$ cat src/rtl/dreq_pkg.sv
// Shared definitions for the Data Request reply reader: FSM states,
// packet geometry and the default header marker.
package dreq_pkg;

  typedef enum logic [2:0] {
    ST_IDLE  = 3'd0,
    ST_WAIT  = 3'd1,
    ST_HDR   = 3'd2,
    ST_FETCH = 3'd3,
    ST_LOAD  = 3'd4,
    ST_SHIFT = 3'd5,
    ST_DONE  = 3'd6
  } state_e;

  localparam int unsigned HDR_LEN        = 8;
  localparam int unsigned HW_PER_WORD    = 4;
  localparam int unsigned WORDS_PER_PCKT = 2;
  localparam int unsigned HDR_WORDS      = HDR_LEN / HW_PER_WORD;

  localparam logic [15:0] HDR_MARKER_DEFAULT = 16'hDA7A;

endpackage

$ cat src/rtl/dreq_reply_reader_halfword_shifter.sv
// 64-bit load/shift register emitting 16-bit halfwords LSB first under a
// valid/ready handshake; a load always wins over a shift in the same cycle.
module halfword_shifter
  import dreq_pkg::*;
(
  input  logic        clk_i,
  input  logic        rst_ni,
  input  logic        load_i,
  input  logic [63:0] load_data_i,
  input  logic        valid_i,
  input  logic        ready_i,
  output logic [15:0] data_o,
  output logic        last_o
);

  logic [63:0] sr_q, sr_d;
  logic [1:0]  idx_q, idx_d;

  // next-state: reload on load, otherwise advance one halfword per handshake
  always_comb begin
    sr_d  = sr_q;
    idx_d = idx_q;
    if (load_i) begin
      sr_d  = load_data_i;
      idx_d = 2'd0;
    end else if (valid_i && ready_i) begin
      sr_d  = {16'h0000, sr_q[63:16]};
      idx_d = idx_q + 2'd1;
    end else begin
      sr_d  = sr_q;
      idx_d = idx_q;
    end
  end

  // shift register and halfword index
  always_ff @(posedge clk_i or negedge rst_ni) begin
    if (!rst_ni) begin
      sr_q  <= 64'h0000_0000_0000_0000;
      idx_q <= 2'd0;
    end else begin
      sr_q  <= sr_d;
      idx_q <= idx_d;
    end
  end

  assign data_o = sr_q[15:0];
  assign last_o = (idx_q == 2'(HW_PER_WORD - 1));

endmodule

$ cat src/rtl/dreq_reply_reader.sv
// Data Request reply reader: waits for a complete FIFO reply, then emits an
// 8-halfword header followed by the FIFO words as 16-bit halfwords.
module dreq_reply_reader
  import dreq_pkg::*;
#(
  parameter logic [15:0] HDR_MARKER = HDR_MARKER_DEFAULT
) (
  input  logic        CLK,
  input  logic        RESET_N,
  input  logic        DREQ_START,
  input  logic        MEMFIFO_DATA_READY,
  input  logic [15:0] MEMFIFO_DATA_PCKTS,
  input  logic [63:0] MEMFIFO_DATA,
  output logic        MEMFIFO_RE,
  output logic [15:0] TX_DATA,
  output logic        TX_VALID,
  input  logic        TX_READY,
  output logic        DREQ_BUSY,
  output logic        DREQ_DONE,
  output logic        DREQ_ERR
);

  state_e      state_q, state_d;
  logic [16:0] cnt_q, cnt_d;
  logic        hdr2_q, hdr2_d;
  logic        re_q, busy_q, done_q, err_q;
  logic        ld_s;
  logic [63:0] ld_data_s;
  logic        last_s;
  logic        fire_s;

  assign TX_VALID = (state_q == ST_HDR) || (state_q == ST_SHIFT);
  assign fire_s   = TX_VALID && TX_READY;

  halfword_shifter u_shifter (
    .clk_i       (CLK),
    .rst_ni      (RESET_N),
    .load_i      (ld_s),
    .load_data_i (ld_data_s),
    .valid_i     (TX_VALID),
    .ready_i     (TX_READY),
    .data_o      (TX_DATA),
    .last_o      (last_s)
  );

  // next-state, word counter and shifter load control
  always_comb begin
    state_d   = state_q;
    cnt_d     = cnt_q;
    hdr2_d    = hdr2_q;
    ld_s      = 1'b0;
    ld_data_s = 64'h0000_0000_0000_0000;
    case (state_q)
      ST_IDLE: begin
        if (DREQ_START) state_d = ST_WAIT;
        else            state_d = ST_IDLE;
      end
      ST_WAIT: begin
        if (MEMFIFO_DATA_READY) begin
          state_d   = ST_HDR;
          cnt_d     = 17'(MEMFIFO_DATA_PCKTS) * 17'(WORDS_PER_PCKT);
          hdr2_d    = 1'b0;
          ld_s      = 1'b1;
          ld_data_s = {32'h0000_0000, MEMFIFO_DATA_PCKTS, HDR_MARKER};
        end else begin
          state_d = ST_WAIT;
        end
      end
      ST_HDR: begin
        // header is two shifter words: marker/pckts, then all zeros
        if (fire_s && last_s) begin
          if (!hdr2_q) begin
            hdr2_d = 1'b1;
            ld_s   = 1'b1;
          end else if (cnt_q != 17'd0) begin
            state_d = ST_FETCH;
          end else begin
            state_d = ST_DONE;
          end
        end else begin
          state_d = ST_HDR;
        end
      end
      ST_FETCH: begin
        cnt_d   = cnt_q - 17'd1;
        state_d = ST_LOAD;
      end
      ST_LOAD: begin
        ld_s      = 1'b1;
        ld_data_s = MEMFIFO_DATA;
        state_d   = ST_SHIFT;
      end
      ST_SHIFT: begin
        if (fire_s && last_s) begin
          if (cnt_q != 17'd0) state_d = ST_FETCH;
          else                state_d = ST_DONE;
        end else begin
          state_d = ST_SHIFT;
        end
      end
      ST_DONE: state_d = ST_IDLE;
      default: state_d = ST_IDLE;
    endcase
  end

  // state, counters and registered strobes
  always_ff @(posedge CLK or negedge RESET_N) begin
    if (!RESET_N) begin
      state_q <= ST_IDLE;
      cnt_q   <= 17'd0;
      hdr2_q  <= 1'b0;
      re_q    <= 1'b0;
      busy_q  <= 1'b0;
      done_q  <= 1'b0;
      err_q   <= 1'b0;
    end else begin
      state_q <= state_d;
      cnt_q   <= cnt_d;
      hdr2_q  <= hdr2_d;
      re_q    <= (state_d == ST_FETCH);
      busy_q  <= (state_d != ST_IDLE);
      done_q  <= (state_d == ST_DONE);
      err_q   <= DREQ_START && (state_q != ST_IDLE);
    end
  end

  assign MEMFIFO_RE = re_q;
  assign DREQ_BUSY  = busy_q;
  assign DREQ_DONE  = done_q;
  assign DREQ_ERR   = err_q;

endmodule

$ cat config.mk
export PLATFORM = sky130hd
export DESIGN_NAME = dreq_reply_reader
export DESIGN_NICKNAME = d
export VERILOG_FILES = /design/src/rtl/dreq_pkg.sv /design/src/rtl/dreq_reply_reader_halfword_shifter.sv /design/src/rtl/dreq_reply_reader.sv
export SDC_FILE = /design/constraint.sdc
export NUM_CORES = 1
export LEC_CHECK = 0
export ABC_AREA = 1
export CAP_MARGIN = 20
export CELL_PAD_IN_SITES_DETAIL_PLACEMENT = 0
export CELL_PAD_IN_SITES_GLOBAL_PLACEMENT = 2
export CORE_ASPECT_RATIO = 1.2
export CORE_MARGIN = 2
export CORE_UTILIZATION = 26
export DETAILED_ROUTE_END_ITERATION = 7
export PLACE_DENSITY = 0.88
export RECOVER_POWER = 50
export SLEW_MARGIN = 20
export SYNTH_ARGS = -nofsm -noshare
export SYNTH_HDL_FRONTEND = slang
export SYNTH_SLANG_ARGS = --single-unit
$ cat constraint.sdc
create_clock -name CLK -period 1.7 [get_ports CLK]
set_input_delay 0.34 -clock CLK [delete_from_list [all_inputs] [get_ports CLK]]
set_output_delay 0.34 -clock CLK [all_outputs]
set_load 0.005 [all_outputs]
# Word level (Yosys, flattened, before mapping)
# Cells that the tools add are included.
# op_classes
add_sub_neg	2
n_eq_ne	10
mux	22
reduce_logical	13
# op_table
op	count
$mux W64	2
$pmux W64 S2	1
$pmux W17 S2	1
$mux W32	1
$pmux W3 S6	1
$mux W17	1
$reduce_bool A17 Y1	1
$sub A17 B1 Y17 const B	1
$mux W3	4
$eq A3 B2 Y1 const B	3
$eq A3 B3 Y1 const B	3
$mux W1	6
$mux W2	3
$reduce_bool A2 Y1	3
$reduce_bool A3 Y1	2
$eq A3 B1 Y1 const B	1
$logic_and A1 B1 Y1	3
$logic_not A3 Y1	1
$pmux W1 S3	1
$reduce_and A3 Y1	1
$add A2 B1 Y2 const B	1
$eq A2 B2 Y1 const B	1
$ne A2 B1 Y1 const B	1
$ne A2 B2 Y1 const B	1
3 further kinds	3
# totals
ff_bits	91
out_inout_bits	21
elab_cells	56

# Depth between registers and ports, before layout
# Gate-level depths: netlist of run 1.
# logic_depth
depth_word	7
ltp_mapped	12
mapped_depth_nobuf	11

# Cells and area by module
# A second synthesis of run 1 with hierarchy kept.
# hier_totals
hier_cells	817
hier_area_um2	5500.3
# by_module_without_submodules
mod	n_inst	cells_each	area_per_inst_um2	seq_area_each_um2
halfword_shifter	1	446	3298.2	1651.6
dreq_reply_reader	1	371	2202.1	625.6

# Least setup slack after synthesis of run 1
# Ideal clock, no wire load.
# synth_path
path_type	reg2reg
from	register state_q[2]
to	register u_shifter.sr_q[22]
setup_ns	0.119
t_arrival_ns	1.487
t_required_ns	1.581
path_slack_ns	0.094
path_stages_with_launch	11
n_path_buf	1
period_less_slack_ns	1.606
path_cell_list	dfrtp_1 > inv_2 > nand3_2 > nand2_2 > nand3_2 > inv_2 > nand2_2 > nand2_4 > buf_2 > nand3_1 > o21a_1
# synth_between
elab_chain_len	7
word_cells_on_any_way	12
classes_between	4 x eq/ne; 4 x mux; 4 x reduce/logical
# synth_rtl
element	line_no	rtl
start: declaration	dreq_reply_reader.sv:23	state_e state_q, state_d;
start signal: assignment	dreq_reply_reader.sv:117	state_q <= state_d;
$eq A3 B2 Y1 or $eq A3 B3 Y1 (tied branches)	dreq_reply_reader.sv:32	assign TX_VALID = (state_q == ST_HDR) || (state_q == ST_SHIFT);
$logic_or A1 B1 Y1 (*)	dreq_reply_reader.sv:32	
via TX_VALID	dreq_reply_reader.sv:16	output logic TX_VALID,
$logic_and A1 B1 Y1 (*)	dreq_reply_reader_halfword_shifter.sv:26, dreq_reply_reader.sv:33	
$logic_and A1 B1 Y1	dreq_reply_reader.sv:71	if (fire_s && last_s) begin
$mux W1	dreq_reply_reader.sv:71	
$pmux W1 S3	dreq_reply_reader.sv:53	case (state_q)
$mux W64 or $reduce_bool A2 Y1 (tied branches)	-	
end signal: assignment	dreq_reply_reader_halfword_shifter.sv:41	sr_q <= sr_d;
end: declaration	dreq_reply_reader_halfword_shifter.sv:16	logic [63:0] sr_q, sr_d;
# The timed path passes the listed nets; every way through them passes the cells marked *.
# A chain may end at the register's enable or synchronous reset.

# Worst setup path in the final report of run 1
# layout_path
from	register state_q[0]
to	register u_shifter.sr_q[39]
# layout_between
elab_chain_len	7
word_cells_on_any_way	12
classes_between	4 x eq/ne; 4 x mux; 4 x reduce/logical
# layout_rtl
element	line_no
$eq A3 B2 Y1 or $eq A3 B3 Y1 (tied branches)	dreq_reply_reader.sv:32, dreq_reply_reader.sv:53
$logic_or A1 B1 Y1	dreq_reply_reader.sv:32
$logic_and A1 B1 Y1	dreq_reply_reader_halfword_shifter.sv:26, dreq_reply_reader.sv:33
$logic_and A1 B1 Y1	dreq_reply_reader.sv:71
$mux W1	dreq_reply_reader.sv:71
$pmux W1 S3	dreq_reply_reader.sv:53
$mux W64 or $reduce_bool A2 Y1 (tied branches)	-
# Parallel ways exist; a longest one is shown, timed or not.

==> results_dict.tcl, run 1 <==
set metrics [dict create \
    rr_startpoint "state_q[0]" \
    htreeDepth 3 \
    power.static_leakage_nw 3.67 \
    grt_pass1_vias 4582 \
    startpoint "state_q[0]" \
    status "finished with violations" \
    worstMarginPinSlew_ns 0.780 \
    hp-class "flip-flop to flip-flop" \
    clk_path_buf_depth 2 \
    multi_input_area_sq_mm 0.00233 \
    cap_viol_max_count 0 \
    finalCritPeriodShare_pct 104 \
    synth_area_sq_mm 0.00495 \
    max_slew_margin_pct 48.0 \
    setup_slack_ns -0.0702 \
    root_buffer "clkbuf_16" \
    wl_um 16000 \
    place_congestion 0.799 \
    final_cell_mix "nand2_1 (215), clkdlybuf4s50_1 (103), dfrtp_1 (90)" \
    pwr-share-clk_pct 17.3 \
    die-area_sq_mm 0.0202 \
    p_comb_share_pct 52.4 \
    critical_path_class "flip-flop to flip-flop" \
    p_switching_mw 5.23 \
    vias 4682 \
    yosysWarnings 0 \
    ioPinCount 106 \
    drt_first_pass_iters 4 \
    dp_hpwl_um 11400 \
    grt_most_used_layer "met2" \
    cp_data_arrival_time_ns 2.02 \
    violations "setup timing" \
    seq_area_sq_mm 0.00228 \
    final_common_cell "nand2_1" \
    layout.nets 910 \
    start_util_pct 26.3 \
    cp_max_fo 7 \
    antenna_found_initial 0 \
    finalHoldViolations 0 \
    fp.dieH_um 155 \
    required_ns 1.95 \
    antenna_cells 0 \
    seqPwrFrac_pct 30.3 \
    setup_violations 52 \
    yosysSeqAreaShare_pct 46.0 \
    total_power_mw 12.9 \
    clk_pin_slew_ns 0.06 \
    met3_usage_pct 2.30 \
    critPathLaunchType "flip-flop" \
    routedWlPerCell_um 14.8 \
    cts_tree "done" \
    synth_cells 683 \
    dp_slack_ns -0.225 \
    grt_pass1_wl_um 24100 \
    min-delay-start "u_shifter.sr_q[52]" \
    buffer_ports.inserted 105 \
    synth.distinct_cells 36 \
    drtIter0Drc 273 \
    syn_avg_cell_area_sq_um 7.25 \
    end_kind "flip-flop" \
    drc 0 \
    rsz0062_at_grt "yes" \
    finClkSkew_ns 0.00434 \
    track_usage_pct 15.6 \
    grt_max_degree 37 \
    grt_overflow 0 \
    period_needed_ns 1.77 \
    clkSinkCount 91 \
    clk-insertion-delay-late_ns 0.35 \
    area_delta_synth_final_pct 48.1 \
    ys_ff_latch 91 \
    slew_viol_final 0 \
    core_area_sq_mm 0.0188 \
    max_freq_mhz 565 \
    use_met1_pct 21.4 \
    cts_made_buffers 9 \
    die_w_um 130 \
    p_per_area_mw_per_mm2 1760 \
    swShare_pct 40.6 \
    rows 55 \
    reg2reg_depth 10 \
    viasPerCell 4.32 \
    postRouteAntennaNets 0 \
    intPower_mw 7.65 \
    layout-drive-gt1-share_pct 17.2 \
    synth_nets 771 \
    grt_util_met2_pct 25.2 \
    whs_path_depth 2 \
    ir_worst_vdd_mv 0.582 \
    fill_cells 2006 \
]
worst paths after layout:
path                                       to  slack (ns)
min in group asynchronous            DREQ_ERR        0.61
min reg2reg                u_shifter.sr_q[52]        0.47
max                        u_shifter.sr_q[39]       -0.07
max in group asynchronous  u_shifter.sr_q[52]        0.20
min                        u_shifter.sr_q[52]        0.47
max reg2reg                u_shifter.sr_q[39]       -0.07
per-stage QoR:
step                area (sq um)  util, %  std cells  hold WS [ns]  setup TNS (ns)
floorplan                   4950        -        683        0.0444               0
global placement            6550     34.9       1051         0.319           -8.48
detailed placement          6550     34.9       1051         0.316           -8.09
CTS                         6960     37.0       1072         0.476               0
global route                7330     39.0       1083         0.498           -7.12
finish                      7330     39.0       1083         0.473           -1.27
timing repair:
item | 4_1_cts | 5_1_grt
buffers inserted | 4 | 6
setup endpoints to repair | 10 | 74
pin swaps | 2 | 6
endpoints found under the hold margin | 23 | 0
gates cloned | 0 | 7
resized for setup | 14 | 62
hold buffers | 1 | 0
worst max-delay path, cell delays in order, from the launching register on:
cell,delay [ns]
dfrtp_2,0.44
buf_6,0.15
nand4_4,0.10
inv_4,0.05
nor2_4,0.19
nand2_8,0.09
nor2_8,0.28
clkbuf_16,0.22
nand2_2,0.05
nand2_1,0.06
inv_1,0.03
layout make-up:
cell class                      instances  area share [%]
Clock buffer                           10            3.26
Clock inverter                          6            1.20
Inverter                               89            4.63
Multi-Input combinational cell        461            31.8
Sequential cell                        91            31.1
Tap cell                              256            4.37
Timing Repair Buffer                  170            23.7
power groups by stage:
stage               clock (mW)  sequential (mW)  combinational, mW
floorplan                    0             3.66               3.69
global placement             0             3.87               5.57
detailed placement           0             3.87               5.65
CTS                       2.28             3.83               5.83
global route              2.38             4.03               7.58
finish                    2.23             3.90               6.75
state kept, by name, summed over array words and instances (netlist names):
name             flops
u_shifter.sr_q      64
DREQ_ERR             1
MEMFIFO_RE           1
cnt_q               17
hdr2_q               1
u_shifter.idx_q      2
state_q              3
DREQ_DONE            1
DREQ_BUSY            1
cell families (layout without fill, tap and decap cells):
logic type / after synthesis / count (layout) / share of synthesized area [%]
AO/OA/AOI/OAI: 75 / 76 / 8.65
XOR/XNOR: 2 / 2 / 0.354
AND/OR/NAND/NOR: 380 / 380 / 32.4
flip-flops: 91 / 91 / 46.0
buffers and inverters: 132 / 275 / 11.8
adder cells (fa/ha/maj): 3 / 3 / 0.758
routing by layer:
| metal | part of all wire, % | wire length (um) |
|---|---|---|
| met1 | 45 | 7190 |
| met2 | 49 | 7900 |
| met3 | 4.5 | 719 |
| met4 | 1.3 | 206 |
| met5 | 0 | 0 |
cells in the mapped netlist (all sizes together):
cell	count	area [sq um]
clkbuf	16	62.6
inv	88	330
o211ai	1	7.51
or2	1	6.26
xnor2	1	8.76
nor3	3	15.0
a21boi	1	11.3
o221ai	2	17.5
a31oi	1	6.26
clkinv	1	3.75
nor2	65	270
buf	27	189
nand4	18	119
dfrtp	91	2280
a32oi	1	8.76
nand2	238	908
ha	3	37.5
o22ai	3	18.8
o21a	1	7.51
a21oi	14	70.1
nand3	55	285
a22oi	10	75.1
o21ai	41	205
xor2	1	8.76
Power figures use the tool's default switching activity.
==> run 2: changes to the inputs <==
Settings changed: CTS_BUF_LIST set to sky130_fd_sc_hd__clkbuf_16, GPL_TIMING_DRIVEN set to 1.
==> results_dict.tcl, run 2 (synthesized netlist as in run 1, its figures left out) <==
set metrics [dict create \
    status "finished with violations" \
    violations "setup timing" \
    p_per_area_mw_per_mm2 1750 \
    drt_first_pass_iters 4 \
    required_ns 1.95 \
    routedWlPerCell_um 14.8 \
    cp_data_arrival_time_ns 2.02 \
    hp-class "flip-flop to flip-flop" \
    cts_tree "done" \
    grt_pass1_vias 4591 \
    place_congestion 0.799 \
    rows 55 \
    start_util_pct 26.3 \
    area_delta_synth_final_pct 47.9 \
    largest_reg_flops 64 \
    fin_util_pct 39.0 \
    root_buffer "clkbuf_16" \
    cap_viol_max_count 0 \
    ir_worst_vdd_mv 0.586 \
    fp.dieH_um 155 \
    grt_overflow 0 \
    clk-insertion-delay-late_ns 0.35 \
    fin_cells 1083 \
    critical_path_class "flip-flop to flip-flop" \
    setup_violations 52 \
    period_needed_ns 1.77 \
    viasPerCell 4.34 \
    htreeDepth 3 \
    worstMarginPinSlew_ns 0.778 \
    finalHoldViolations 0 \
    grt_pass1_wl_um 24100 \
    clk_path_buf_depth 2 \
    regMostFlops "u_shifter.sr_q" \
    track_usage_pct 15.6 \
    finalCritPeriodShare_pct 104 \
    postRouteAntennaNets 0 \
    vias 4705 \
    reg.largest.list "u_shifter.sr_q: 64 flops, cnt_q: 17 flops, state_q: 3 flops" \
    place_inst 1051 \
    buffer_ports.inserted 105 \
    final_cell_mix "nand2_1 (215), clkdlybuf4s50_1 (103), dfrtp_1 (90)" \
    wl_um 16100 \
    die-area_sq_mm 0.0202 \
    layout.nets 910 \
    core_area_sq_mm 0.0188 \
    clkSinkCount 91 \
    end_kind "flip-flop" \
    slew_viol_final 0 \
    power.static_leakage_nw 3.66 \
    cts_made_buffers 9 \
    cp_max_fo 7 \
    setup_tns_ns -1.07 \
    critPathLaunchType "flip-flop" \
    layout-drive-gt1-share_pct 17.0 \
    max_slew_margin_pct 48.1 \
    ioPinCount 106 \
    grt_max_degree 37 \
    final_common_cell "nand2_1" \
    antenna_found_initial 0 \
    drc 0 \
    drtIter0Drc 274 \
    placed_area_sq_mm 0.00655 \
    dp_hpwl_um 11400 \
    setup_slack_ns -0.0671 \
    rsz0062_at_grt "yes" \
    final_design_area_no_fill_sq_mm 0.00732 \
    die_w_um 130 \
    antenna_cells 0 \
    max_freq_mhz 566 \
    clk_pin_slew_ns 0.06 \
    finClkSkew_ns 0.00407 \
]
[run 2: changes by cell type in the layout (fill, tap and decap cells not counted), sizes merged]
cell    before  now
clkinv       4    5
clkbuf      21   20
[run 2: per-stage QoR]
step                      hold slack, ns  setup WS [ns]  total power [mW]
after floorplan                   0.0444         0.0941              7.35
after global placement             0.319         -0.228              9.44
after detailed placement           0.316         -0.225              9.53
after CTS                          0.476        0.00476              11.9
after global routing               0.498         -0.158              13.9
final                              0.472        -0.0671              12.8
[run 2: cell type report]
cell class | instances | area (sq um)
Tap cell | 256 | 320
Multi-Input combinational cell | 461 | 2330
Inverter | 89 | 339
Sequential cell | 91 | 2280
Fill cell | 2005 | 11500
Clock inverter | 7 | 91.3
Timing Repair Buffer | 170 | 1740
Clock buffer | 9 | 225
[run 2: per-layer routing]
| layer | up-vias | wire length, um | global-route usage, % |
|---|---|---|---|
| li1 | 2417 | - | - |
| met1 | 2171 | 7110 | 21.4 |
| met2 | 103 | 7940 | 25.2 |
| met3 | 14 | 789 | 2.20 |
| met4 | 0 | 219 | 5.12 |
| met5 | - | 0 | 0 |
[run 2: final timing paths]
check                                endpoint          startpoint  depth (start not counted)  slack [ns]
setup / recovery           u_shifter.sr_q[39]          state_q[0]                         10       -0.07
hold / removal             u_shifter.sr_q[52]  u_shifter.sr_q[52]                          2        0.47
setup reg to reg           u_shifter.sr_q[39]          state_q[0]                         10       -0.07
hold reg to reg            u_shifter.sr_q[52]  u_shifter.sr_q[52]                          2        0.47
max in group asynchronous  u_shifter.sr_q[52]             RESET_N                          3        0.20
min in group asynchronous            DREQ_ERR             RESET_N                          2        0.61
[run 2: repair_timing]
action | 4_1_cts | 5_1_grt
hold buffers | 1 | 0
endpoints found under the setup margin | 10 | 74
gates cloned | 0 | 7
gates resized for setup | 14 | 62
hold endpoints to repair | 23 | 0
pin swaps | 2 | 6
setup buffers | 4 | 6
[run 2: critical path, cell delays in order (launching register included)]
cell and delay [ns]:
dfrtp_2 0.45, buf_6 0.15, nand4_4 0.10, inv_4 0.05, nor2_4 0.18, nand2_8 0.09
nor2_8 0.28, clkbuf_16 0.22, nand2_2 0.05, nand2_1 0.06, inv_1 0.03
[run 2: power by group]
group          switching (mW)  internal (mW)  total (mW)
logic                    3.62           3.13        6.75
clock network           0.900           1.29        2.19
registers               0.718           3.19        3.91
